### src/rtl/irq_pkg.sv
// Shared types and helpers for the prioritised interrupt controller.
package irq_pkg;

  localparam int MAX_IRQ    = 32;
  localparam int VEC_STRIDE = 4;

  typedef enum logic {ST_IDLE, ST_REQ} irq_state_e;

  typedef struct packed {
    logic       vld;
    logic [4:0] idx;
  } lsb_t;

  // Lowest set bit wins: index 0 is the highest priority.
  function automatic lsb_t lowest_set(input logic [MAX_IRQ-1:0] v);
    lsb_t r;
    r = '0;
    for (int i = MAX_IRQ-1; i >= 0; i--) begin
      if (v[i]) begin
        r.vld = 1'b1;
        r.idx = 5'(i);
      end
    end
    return r;
  endfunction

endpackage

### src/rtl/irq_controller_if.sv
// Core/peripheral side of the interrupt controller; master is the controller.
interface irq_controller_if #(
  parameter int NUM_IRQ   = 8,
  parameter int IRQ_NUM_W = $clog2(NUM_IRQ)
);
  logic [NUM_IRQ-1:0]   irq_lines_i;
  logic                 global_en_i;
  logic                 mask_we_i;
  logic [NUM_IRQ-1:0]   mask_i;
  logic                 irq_ack_i;
  logic                 eoi_i;
  logic                 irq_o;
  logic [IRQ_NUM_W-1:0] irq_num_o;
  logic [31:0]          irq_vec_addr_o;
  logic [NUM_IRQ-1:0]   pending_o;
  logic [NUM_IRQ-1:0]   in_service_o;
  logic [NUM_IRQ-1:0]   mask_o;

  modport master (
    input  irq_lines_i, global_en_i, mask_we_i, mask_i, irq_ack_i, eoi_i,
    output irq_o, irq_num_o, irq_vec_addr_o, pending_o, in_service_o, mask_o
  );

  modport slave (
    output irq_lines_i, global_en_i, mask_we_i, mask_i, irq_ack_i, eoi_i,
    input  irq_o, irq_num_o, irq_vec_addr_o, pending_o, in_service_o, mask_o
  );
endinterface

### src/rtl/irq_sync_edge.sv
// One interrupt line: synchroniser chain plus edge- or level-sensitive pending bit.
module irq_sync_edge #(
  parameter int SYNC_STAGES = 2,
  parameter bit EDGE        = 1'b1
) (
  input  logic clk,
  input  logic reset_ni,
  input  logic line_i,
  input  logic clr_i,
  output logic pend_o
);

  logic [SYNC_STAGES-1:0] sync_q;
  logic                   prev_q;
  logic                   synced;

  assign synced = sync_q[SYNC_STAGES-1];

  always_ff @(posedge clk or negedge reset_ni) begin
    if (!reset_ni) begin
      sync_q <= '0;
      prev_q <= 1'b0;
      pend_o <= 1'b0;
    end else begin
      sync_q <= {sync_q[SYNC_STAGES-2:0], line_i};
      prev_q <= synced;
      // A fresh edge beats a coincident ack so the new event is not lost.
      if (EDGE) pend_o <= (synced & ~prev_q) | (pend_o & ~clr_i);
      else      pend_o <= synced;
    end
  end

endmodule

### src/rtl/irq_controller.sv
// Prioritised, maskable interrupt controller with registered req/ack/EOI handshake.
module irq_controller
  import irq_pkg::*;
#(
  parameter int               NUM_IRQ      = 8,
  parameter int               IRQ_NUM_W    = $clog2(NUM_IRQ),
  parameter logic [NUM_IRQ-1:0] EDGE_MASK  = {NUM_IRQ{1'b1}},
  parameter int               SYNC_STAGES  = 2,
  parameter bit               NESTING      = 1'b0,
  parameter logic [31:0]      IRQ_VEC_ADDR = 32'h0000_0010
) (
  input  logic              clk,
  input  logic              reset_ni,
  irq_controller_if.master  bus
);

  irq_state_e           state_q;
  logic                 irq_q;
  logic [IRQ_NUM_W-1:0] num_q;
  logic [NUM_IRQ-1:0]   mask_q, isv_q, pend, cand, num_oh, ack_clr, eoi_oh;
  lsb_t                 win, isv_low;
  logic                 ack, eligible;

  assign ack     = (state_q == ST_REQ) && bus.irq_ack_i;
  assign num_oh  = NUM_IRQ'(1) << num_q;
  assign ack_clr = ack ? num_oh : '0;

  for (genvar i = 0; i < NUM_IRQ; i++) begin : g_line
    irq_sync_edge #(
      .SYNC_STAGES (SYNC_STAGES),
      .EDGE        (EDGE_MASK[i])
    ) u_cell (
      .clk      (clk),
      .reset_ni (reset_ni),
      .line_i   (bus.irq_lines_i[i]),
      .clr_i    (ack_clr[i]),
      .pend_o   (pend[i])
    );
  end

  assign cand    = pend & mask_q & ~isv_q;
  assign win     = lowest_set(MAX_IRQ'(cand));
  assign isv_low = lowest_set(MAX_IRQ'(isv_q));
  assign eoi_oh  = (bus.eoi_i && isv_low.vld) ? (NUM_IRQ'(1) << isv_low.idx) : '0;

  // Nesting only admits a winner strictly above the highest-priority line in service.
  always_comb begin
    eligible = win.vld && bus.global_en_i;
    if (NESTING) eligible = eligible && (!isv_low.vld || (win.idx < isv_low.idx));
    else         eligible = eligible && !isv_low.vld;
  end

  always_ff @(posedge clk or negedge reset_ni) begin
    if (!reset_ni) begin
      mask_q <= '0;
      isv_q  <= '0;
    end else begin
      if (bus.mask_we_i) mask_q <= bus.mask_i;
      // EOI retires first, then a same-cycle ack marks the new line.
      isv_q <= (isv_q & ~eoi_oh) | ack_clr;
    end
  end

  always_ff @(posedge clk or negedge reset_ni) begin
    if (!reset_ni) begin
      state_q <= ST_IDLE;
      irq_q   <= 1'b0;
      num_q   <= '0;
    end else begin
      case (state_q)
        ST_IDLE: if (eligible) begin
          state_q <= ST_REQ;
          irq_q   <= 1'b1;
          num_q   <= IRQ_NUM_W'(win.idx);
        end
        ST_REQ: if (bus.irq_ack_i) begin
          state_q <= ST_IDLE;
          irq_q   <= 1'b0;
        end
        default: begin
          state_q <= ST_IDLE;
          irq_q   <= 1'b0;
        end
      endcase
    end
  end

  assign bus.irq_o          = irq_q;
  assign bus.irq_num_o      = num_q;
  assign bus.irq_vec_addr_o = IRQ_VEC_ADDR + 32'(num_q) * 32'(VEC_STRIDE);
  assign bus.pending_o      = pend;
  assign bus.in_service_o   = isv_q;
  assign bus.mask_o         = mask_q;

endmodule

### src/flat_wrapper.sv
// flat-port wrapper written by rule: the top's interface ports become plain ports
module irq_controller_flat import irq_pkg::*;
#(
  parameter int               NUM_IRQ      = 8,
  parameter int               IRQ_NUM_W    = $clog2(NUM_IRQ),
  parameter logic [NUM_IRQ-1:0] EDGE_MASK  = {NUM_IRQ{1'b1}},
  parameter int               SYNC_STAGES  = 2,
  parameter bit               NESTING      = 1'b0,
  parameter logic [31:0]      IRQ_VEC_ADDR = 32'h0000_0010
)
  (clk, reset_ni, bus_irq_lines_i, bus_global_en_i, bus_mask_we_i, bus_mask_i, bus_irq_ack_i, bus_eoi_i, bus_irq_o, bus_irq_num_o, bus_irq_vec_addr_o, bus_pending_o, bus_in_service_o, bus_mask_o);
  irq_controller_if #(.NUM_IRQ(NUM_IRQ), .IRQ_NUM_W(IRQ_NUM_W)) bus_i ();
  input  logic clk;
  input  logic reset_ni;
  input wire logic [$bits(bus_i.irq_lines_i)-1:0] bus_irq_lines_i;
  input wire logic [$bits(bus_i.global_en_i)-1:0] bus_global_en_i;
  input wire logic [$bits(bus_i.mask_we_i)-1:0] bus_mask_we_i;
  input wire logic [$bits(bus_i.mask_i)-1:0] bus_mask_i;
  input wire logic [$bits(bus_i.irq_ack_i)-1:0] bus_irq_ack_i;
  input wire logic [$bits(bus_i.eoi_i)-1:0] bus_eoi_i;
  output wire logic [$bits(bus_i.irq_o)-1:0] bus_irq_o;
  output wire logic [$bits(bus_i.irq_num_o)-1:0] bus_irq_num_o;
  output wire logic [$bits(bus_i.irq_vec_addr_o)-1:0] bus_irq_vec_addr_o;
  output wire logic [$bits(bus_i.pending_o)-1:0] bus_pending_o;
  output wire logic [$bits(bus_i.in_service_o)-1:0] bus_in_service_o;
  output wire logic [$bits(bus_i.mask_o)-1:0] bus_mask_o;
  assign bus_i.irq_lines_i = bus_irq_lines_i;
  assign bus_i.global_en_i = bus_global_en_i;
  assign bus_i.mask_we_i = bus_mask_we_i;
  assign bus_i.mask_i = bus_mask_i;
  assign bus_i.irq_ack_i = bus_irq_ack_i;
  assign bus_i.eoi_i = bus_eoi_i;
  assign bus_irq_o = bus_i.irq_o;
  assign bus_irq_num_o = bus_i.irq_num_o;
  assign bus_irq_vec_addr_o = bus_i.irq_vec_addr_o;
  assign bus_pending_o = bus_i.pending_o;
  assign bus_in_service_o = bus_i.in_service_o;
  assign bus_mask_o = bus_i.mask_o;
  irq_controller #(.NUM_IRQ(NUM_IRQ), .IRQ_NUM_W(IRQ_NUM_W), .EDGE_MASK(EDGE_MASK), .SYNC_STAGES(SYNC_STAGES), .NESTING(NESTING), .IRQ_VEC_ADDR(IRQ_VEC_ADDR)) u_core (.clk(clk), .reset_ni(reset_ni), .bus(bus_i));
endmodule
### config.mk
export PLATFORM = sky130hd
export DESIGN_NAME = irq_controller_flat
export DESIGN_NICKNAME = d
export VERILOG_FILES = /design/src/rtl/irq_pkg.sv /design/src/rtl/irq_controller_if.sv /design/src/rtl/irq_sync_edge.sv /design/src/rtl/irq_controller.sv /design/src/flat_wrapper.sv
export SDC_FILE = /design/constraint.sdc
export NUM_CORES = 1
export LEC_CHECK = 0
export CAP_MARGIN = 20
export CORE_ASPECT_RATIO = 0.75
export CORE_UTILIZATION = 28
export DETAILED_ROUTE_END_ITERATION = 8
export PLACE_DENSITY = 0.54
export SLEW_MARGIN = 20
export SYNTH_ARGS = -nofsm -noshare
export SYNTH_HDL_FRONTEND = slang
export SYNTH_SLANG_ARGS = --single-unit
### constraint.sdc
create_clock -name clk -period 2.07 [get_ports clk]
set_input_delay 0.207 -clock clk [delete_from_list [all_inputs] [get_ports clk]]
set_output_delay 0.207 -clock clk [all_outputs]
set_load 0.01 [all_outputs]
; ---- Word-level counts from Yosys, hierarchy flattened
; Index checks and enable logic that the tools add are counted.
[word_totals]
ff_bits = 53
in_bits = 22
wordCells = 112
[op_classes]
addsub = 1
n_eq_ne = 2
shifts = 2
n_mux = 24
bitwise = 47
reduce_logical = 7
[ops]
columns = op, count
row1 = 6-bit two-way mux, 16
row2 = 8-bit bitwise AND, 3
row3 = 1-bit NOT, 17
row4 = 1-bit bitwise AND, 16
row5 = 8-bit two-way mux, 2
row6 = 8-bit NOT, 2
row7 = 1-bit OR, 8
row8 = 8-bit OR, 1
row9 = 1-bit by 3-bit << shifter with 8-bit output (first input constant), 1
row10 = 1-bit by 5-bit << shifter with 8-bit output (first input constant), 1
row11 = 5-bit by 5-bit adder with 6-bit output (first input constant), 1
row12 = 1-bit logical AND, 4
row13 = 1-bit two-way mux, 4
row14 = 1-bit one-hot mux with 2 select lines, 2
row15 = 2-bit AND reduction, 2
row16 = 2-bit by 1-bit inequality test with 1-bit output (second input constant), 1
row17 = 2-bit inequality test (second input constant), 1
row18 = 1-bit zero test, 1

; ---- Longest topological paths before layout
; Gate-level depths: netlist (run 1).
[depth]
depth_word = 14
ltp_mapped = 5
ltp_nobuf = 5

; ---- Cells and area by module
; Synthesis (run 1) repeated with hierarchy kept, for this count alone.
[unflattened]
cells_unflattened = 190
hier_area_um2 = 2263.4
[by_module_without_submodules]
columns = module, instances, cells_each, area_per_inst_um2, seq_area_each_um2
row1 = irq_controller, 1, 134, 1302.5, 525.5
row2 = irq_sync_edge, 8, 7, 120.1, 100.1

; ---- Worst setup path after synthesis (run 1)
; OpenSTA, ideal clock, no wires.
[synth_path]
kind = reg2reg
from = register u_core.isv_q[3], in the netlist u_core.bus.in_service_o[3]
to = register u_core.num_q[0], in the netlist u_core.bus.irq_num_o[0]
setup_ns = 0.125
arrival_time_ns = 1.392
t_required_ns = 1.945
path_slack_ns = 0.553
stages_incl_launch_ff = 6
path_buffers = 0
period_less_slack_ns = 1.517
path_cell_list = dfrtp_1 -> and3b_1 -> o21ba_4 -> nand2_4 -> o21ai_4 -> mux2_4
[synth_via]
elab_chain_len = 9
elab_cells_between_ends = 14
[synth_lines]
columns = element, line_no
row1 = from (decl), irq_controller.sv:20  ; logic [NUM_IRQ-1:0] mask_q, isv_q, pend, cand, num_oh, ack_clr, eoi_oh;
row2 = from (signal assigned), irq_controller.sv:60  ; isv_q <= (isv_q & ~eoi_oh) | ack_clr;
row3 = 8-bit NOT, irq_controller.sv:41  ; assign cand = pend & mask_q & ~isv_q;
row4 = 8-bit bitwise AND, irq_controller.sv:41
row5 = 6-bit two-way mux (4 in series), irq_pkg.sv:19  ; if (v[i]) begin
row6 = 1-bit logical AND, irq_controller.sv:48  ; eligible = win.vld && bus.global_en_i;
row7 = 1-bit logical AND, irq_controller.sv:50  ; else eligible = eligible && !isv_low.vld;
row8 = 2-bit AND reduction (no source line), n/a
row9 = to (signal assigned), irq_controller.sv:74  ; num_q <= IRQ_NUM_W'(win.idx);
row10 = to (decl), irq_controller.sv:19  ; logic [IRQ_NUM_W-1:0] num_q;
; Parallel ways exist; a longest one is shown, timed or not.
; A chain may end at the register's enable or synchronous reset.

; ---- Worst setup path after layout (run 1)
[layout_path]
from = register u_core.isv_q[2], in the netlist u_core.bus.in_service_o[2]
to = output port bus_in_service_o[2]
[layout_rtl]
columns = element, line_no
row1 = to (decl), flat_wrapper.sv:25  ; output wire logic [$bits(bus_i.in_service_o)-1:0] bus_in_service_o;
; No word-level cell between the ends.

==> results of run 1 <==
-- how the worst max path moves through the flow --
stage / startpoint / end / cells after the start
6_report: u_core.bus.in_service_o[2] / bus_in_service_o[2] / 1
4_1_cts: u_core.bus.in_service_o[6] / u_core.bus.irq_num_o[0] / 5
3_3_place_gp: bus_global_en_i / u_core.bus.irq_num_o[0] / 5
3_5_place_dp: bus_global_en_i / u_core.bus.irq_num_o[0] / 5
2_1_floorplan: u_core.bus.in_service_o[3] / u_core.bus.irq_num_o[0] / 5
5_1_grt: u_core.bus.in_service_o[6] / u_core.bus.irq_num_o[0] / 5
-- logic make-up after synthesis --
group,Yosys count,share of synthesized area (%)
AO/OA/AOI/OAI,33,9.87
buffers and inverters,56,15.7
flip-flops,53,58.5
multiplexers,9,4.63
other,1,0.165
AND/OR/NAND/NOR,51,11.1
-- layout make-up --
class                   instances  share of cell area [%]
inverters                      16                    2.09
clock buffers                   7                    3.00
multi-input cells             121                    23.9
repair buffers                 55                    19.3
well taps                     105                    4.57
flip-flops and latches         53                    46.1
clock inverters                 1                    1.04
-- metrics by stage --
stage,total power [mW],utilization (%),cells
2_1_floorplan,2.07,-,230
3_3_place_gp,2.50,34.9,349
3_5_place_dp,2.52,34.9,349
4_1_cts,3.25,36.5,358
5_1_grt,3.43,36.5,358
6_report,3.22,36.5,358
-- power by group --
part	total (mW)	internal, mW	leakage [nW]	switching, mW
Combinational	1.09	0.580	0.648	0.507
Clock	0.736	0.395	0.0585	0.341
Sequential	1.40	1.20	0.615	0.197
-- placed cells by master (no fill, tap or decap), types with 3 or more instances in the layout --
cell type and instances:
mux2_2 8, dfrtp_1 53, o21ai_0 18, clkdlybuf4s50_1 52
inv_1 16, nor2_1 6, nand2_1 30, clkbuf_8 6
nand3_1 3, and3b_1 3, nor2b_1 3, a21oi_1 6
conb_1 28
-- routing by layer --
| metal | vias up | share of wire, % | global-route usage, % |
|---|---|---|---|
| met1 | 684 | 49 | 15.4 |
| met5 | - | 0 | 0 |
| li1 | 691 | - | - |
| met3 | 2 | 9.0 | 5.71 |
| met4 | 0 | 0.31 | 2.08 |
| met2 | 52 | 42 | 16.0 |
-- state kept, by name, indices dropped and copies added (netlist names) --
| register | cells |
|---|---|
| u_core.state_q | 1 |
| u_core.g_line.u_cell.sync_q | 16 |
| u_core.bus.in_service_o | 8 |
| u_core.bus.mask_o | 8 |
| u_core.g_line.u_cell.prev_q | 8 |
| u_core.bus.irq_num_o | 3 |
| u_core.bus.irq_o | 1 |
| u_core.g_line.u_cell.pend_o | 8 |
-- worst reg2reg max path, cell delays in order (launching register included) --
cell and delay (ns):
dfrtp_1 0.42, and3b_1 0.23, o32ai_1 0.31, a21oi_1 0.13, o21ai_0 0.29, mux2_4 0.21
-- timing repair --
| item | in CTS | in global routing |
|---|---|---|
| buffers inserted | 0 | 0 |
| endpoints found under the hold margin | 26 | 0 |
| hold buffers | 1 | 0 |
| setup endpoints to repair | 0 | 0 |
==> results.cfg, run 1 <==
[hold_path]
worstHoldEndpoint = u_core.g_line[2].u_cell.sync_q[0]
worstHoldPathCells = 1
hold_class = input port to register
min_from = bus_irq_lines_i[2]

[timing]
worst_pin_slew_ns = 0.627
slew_violations = 0
hold_viol = 0
setup-tns-final_ns = 0
min_period_ns = 1.65
max_slew_margin_pct = 58.2
setup_viol = 0
rsz0062_at_grt = no
fin_crit_sh_pct = 79.5
max_freq_ghz = 0.608
fin_ws_ns = 0.425
finClkSkew_ns = 0.00988
holdWs_ns = 0.321

[detailed_routing]
via_per_inst = 3.99
wirelength_um = 4510
vias = 1429
drc_errors = 0
drt-pass1-iter-count = 4
detail-route-antenna-nets = 0
drt_iter0_markers = 67
wl_per_cell_um = 12.6

[setup_path]
crit_slowest_cell = clkdlybuf4s50_1
arrival_ns = 1.44
cp_top_family = buffers and inverters
cp-start-kind = register
crit_chain = clkdlybuf4s50_1
slowest_delay_ns = 0.63
r2r_setup_slack_ns = 0.43
crit_type = register to primary output
r2r_cells = 5
endpoint_kind = primary output
reg2reg_to = u_core.bus.irq_num_o[0]
cp.required_ns = 1.86
cp.buffers_inverters = 1
critPathMaxFanout = 9
r2r_start = u_core.bus.in_service_o[6]

[floorplanning]
die-area_um2 = 8470
die_w_um = 106
initial_core_util_pct = 28.8
num_rows = 28
coreArea_um2 = 7880
io_pins = 82
die_h_um = 80.0

[yosys]
yosysTopAreaCellShare_pct = 58.5
synth_area_leaders = dfrtp_1 58%, buf_4 13%, nand2_1 5.0%
synth_ff_type = dfrtp_1
synthTopCellsByCount = 53 x dfrtp_1, 39 x buf_4, 30 x nand2_1
syn_avg_cell_area_um2 = 11.2
synth_edf_count = 0
synth.distinct_cells = 29
ys_warn_count = 0
synth_area_leader_cell = dfrtp_1
synthesis.area_um2 = 2270
async_flop_share_pct = 100
ys_seq_elements = 53
synth-seq-area-share_pct = 58.5
synthCells = 203
synth.most_common_cell = dfrtp_1

[cells_and_area]
final_cell_area_um2 = 2880
multi_input_area_um2 = 687
n_antenna_cell = 0
nNetsFinal = 274
area_growth_pct = 26.8
drive_gt1_share_pct = 9.88
nFillCells = 800
ff_latch_area_um2 = 1330

[placed_design]
gp_congestion = 0.814
io_buffers = 53
hpwlAfterDp_um = 3440
dpl_worst_slack_ns = 0.381
postPlaceCellArea_um2 = 2750

[flow_run]
max_cap_viol_count = 0

[global_route]
grt_start_max_net_pins = 28
grt.total_usage_pct = 11.3
antenna_found_initial = 0
grt_pass1_wl_um = 7200
overflow = 0
grt_pass1_vias = 1371

[clocking]
cts_tree = done
path_clk_slew_ns = 0.10
cts_buffers = 5
cts_resized = 0
clock_latency_ns = 0.31
cts_sinks = 53
clock_path_buffers = 2
htreeDepth = 2
cts_root_buffer = clkbuf_8

[run_status]
run_status = finished clean

[power_and_ir_drop]
max-vdd-ir-drop_mv = 0.396
p_leak_nw = 1.32
power_density_nw_per_um2 = 1120
(Power assumes the default switching activity.)
==> run 2: changes to the inputs <==
==> constraint.sdc (replaced) <==
create_clock -name clk -period 1.6 [get_ports clk]
set_input_delay 0.16 -clock clk [delete_from_list [all_inputs] [get_ports clk]]
set_output_delay 0.16 -clock clk [all_outputs]
set_load 0.01 [all_outputs]
==> run 2 against run 1 <==
Net effect: final cell count up 1.7%; critical path depth up 3; critical endpoint is now u_core.bus.irq_num_o[0]; clock-buffer cell count down 1; critical path type is now register to register; largest cell class unchanged; sequential power up 29%; die area unchanged; largest power group unchanged; clock power down 3.4%; global-route usage down 0.66 points; via count up 0.84%.
==> results.cfg, run 2 (same netlist as run 1, synthesis figures left out) <==
[run_status]
run_status = finished clean

[power_and_ir_drop]
max-vdd-ir-drop_mv = 0.456
power_density_nw_per_um2 = 1380
p_leak_nw = 1.35
finalPower_mw = 4.01

[global_route]
grt_start_max_net_pins = 54
overflow = 0
grt.total_usage_pct = 10.6
grt_pass1_vias = 1378
grt_pass1_wl_um = 6890
antenna_found_initial = 0

[clocking]
clock_path_buffers = 2
htreeDepth = 2
path_clk_slew_ns = 0.09
clock_latency_ns = 0.29
cts_buffers = 5
cts_sinks = 53
cts_root_buffer = clkbuf_8
cts_tree = done

[timing]
finClkSkew_ns = 0.00440
min_period_ns = 1.55
fin_crit_sh_pct = 96.8
setup_viol = 0
max_freq_ghz = 0.646
slew_violations = 0
hold_viol = 0
fin_ws_ns = 0.0513

[placed_design]
postPlaceCellArea_um2 = 2790
dpl_worst_slack_ns = -0.00311
place_inst = 354
gp_congestion = 0.838
io_buffers = 53
hpwlAfterDp_um = 3370

[cells_and_area]
ff_latch_area_um2 = 1330
regMostFlops = u_core.g_line.u_cell.sync_q
multi_input_area_um2 = 703
area_growth_pct = 28.1
final_common_cell = clkdlybuf4s50_1
nFillCells = 796
n_antenna_cell = 0
nNetsFinal = 280
largest_register_ffs = 16
drive_gt1_share_pct = 13.5
final_cell_mix = 52 x clkdlybuf4s50_1, 51 x dfrtp_1, 29 x nand2_1, 28 x conb_1, 17 x o21ai_0
final_cell_area_um2 = 2910
fin_cells = 364

[setup_path]
endpoint_kind = register
crit_chain = nor4b_2 > and4_4 > o21ai_4 > mux2_4
cp-start-kind = register
arrival_ns = 1.74
critPathMaxFanout = 6
slowest_delay_ns = 0.46
cp.required_ns = 1.79
crit_type = register to register
crit_slowest_cell = dfrtp_1

[detailed_routing]
via_per_inst = 3.96
detail-route-antenna-nets = 0
vias = 1441
wirelength_um = 4380
wl_per_cell_um = 12.0
drt_iter0_markers = 65
drt-pass1-iter-count = 4
drc_errors = 0

[floorplanning]
die_w_um = 106
initial_core_util_pct = 28.8
die-area_um2 = 8470
io_pins = 82
num_rows = 28
coreArea_um2 = 7880
die_h_um = 80.0

[flow_run]
max_cap_viol_count = 0

[hold_path]
hold_class = input port to register
==> run 2: path summary, 6_finish.rpt <==
check	start	endpoint	slack [ns]	cells past startpoint
worst max-delay path	u_core.bus.in_service_o[7]	u_core.bus.irq_num_o[0]	0.05	4
worst min-delay path	bus_irq_lines_i[6]	u_core.g_line[6].u_cell.sync_q[0]	0.29	1
worst max register to register	u_core.bus.in_service_o[7]	u_core.bus.irq_num_o[0]	0.05	4
worst min register to register	u_core.g_line[0].u_cell.sync_q[0]	u_core.g_line[0].u_cell.sync_q[1]	0.36	0
max in group asynchronous	reset_ni	u_core.bus.irq_num_o[0]	0.98	3
min in group asynchronous	reset_ni	u_core.g_line[3].u_cell.sync_q[0]	0.37	3
==> run 2: metrics by stage <==
stage | setup TNS [ns] | utilization (%) | hold WS (ns)
after global placement | 0 | 35.4 | 0.175
after CTS | 0 | 36.5 | 0.282
after global routing | -0.00276 | 36.9 | 0.280
final | 0 | 36.9 | 0.293
after detailed placement | -0.00311 | 35.4 | 0.178
after floorplan | 0 | - | -0.136
==> run 2: routing by layer <==
metal,vias up,part of all wire (%),wire [um],global-route usage [%]
met1,688,51,2250,15.1
met3,2,7.1,312,4.08
met2,49,41,1810,15.6
met4,0,0.23,10,1.67
met5,-,0,0,0
li1,702,-,-,-
==> run 2: where the power goes <==
group          leakage (nW)  total (mW)  switching, mW  internal (mW)
clock                0.0450       0.711          0.407          0.304
sequential            0.612        1.80          0.242           1.56
combinational         0.689        1.49          0.681          0.814
==> run 2: layout make-up <==
class	instances	share of cell area, %
Inverter	16	2.07
Multi-Input combinational cell	121	24.2
Sequential cell	53	45.7
Tap cell	105	4.52
Clock inverter	2	0.344
Timing Repair Buffer	61	20.7
Clock buffer	6	2.50
==> run 2: repair_timing <==
item                       in CTS  in global routing
hold buffers                    1                  0
hold endpoints to repair       53                  0
resized for setup               0                  8
buffers inserted                0                  1
setup endpoints to repair       0                  4
==> run 2: worst max-delay path: cells and delay by family (launching register included) <==
family             cells  cell delay, ns
muxes                  1            0.29
AOI/OAI and AO/OA      1            0.07
DFF                    1            0.46
and+or+nand+nor        2            0.63
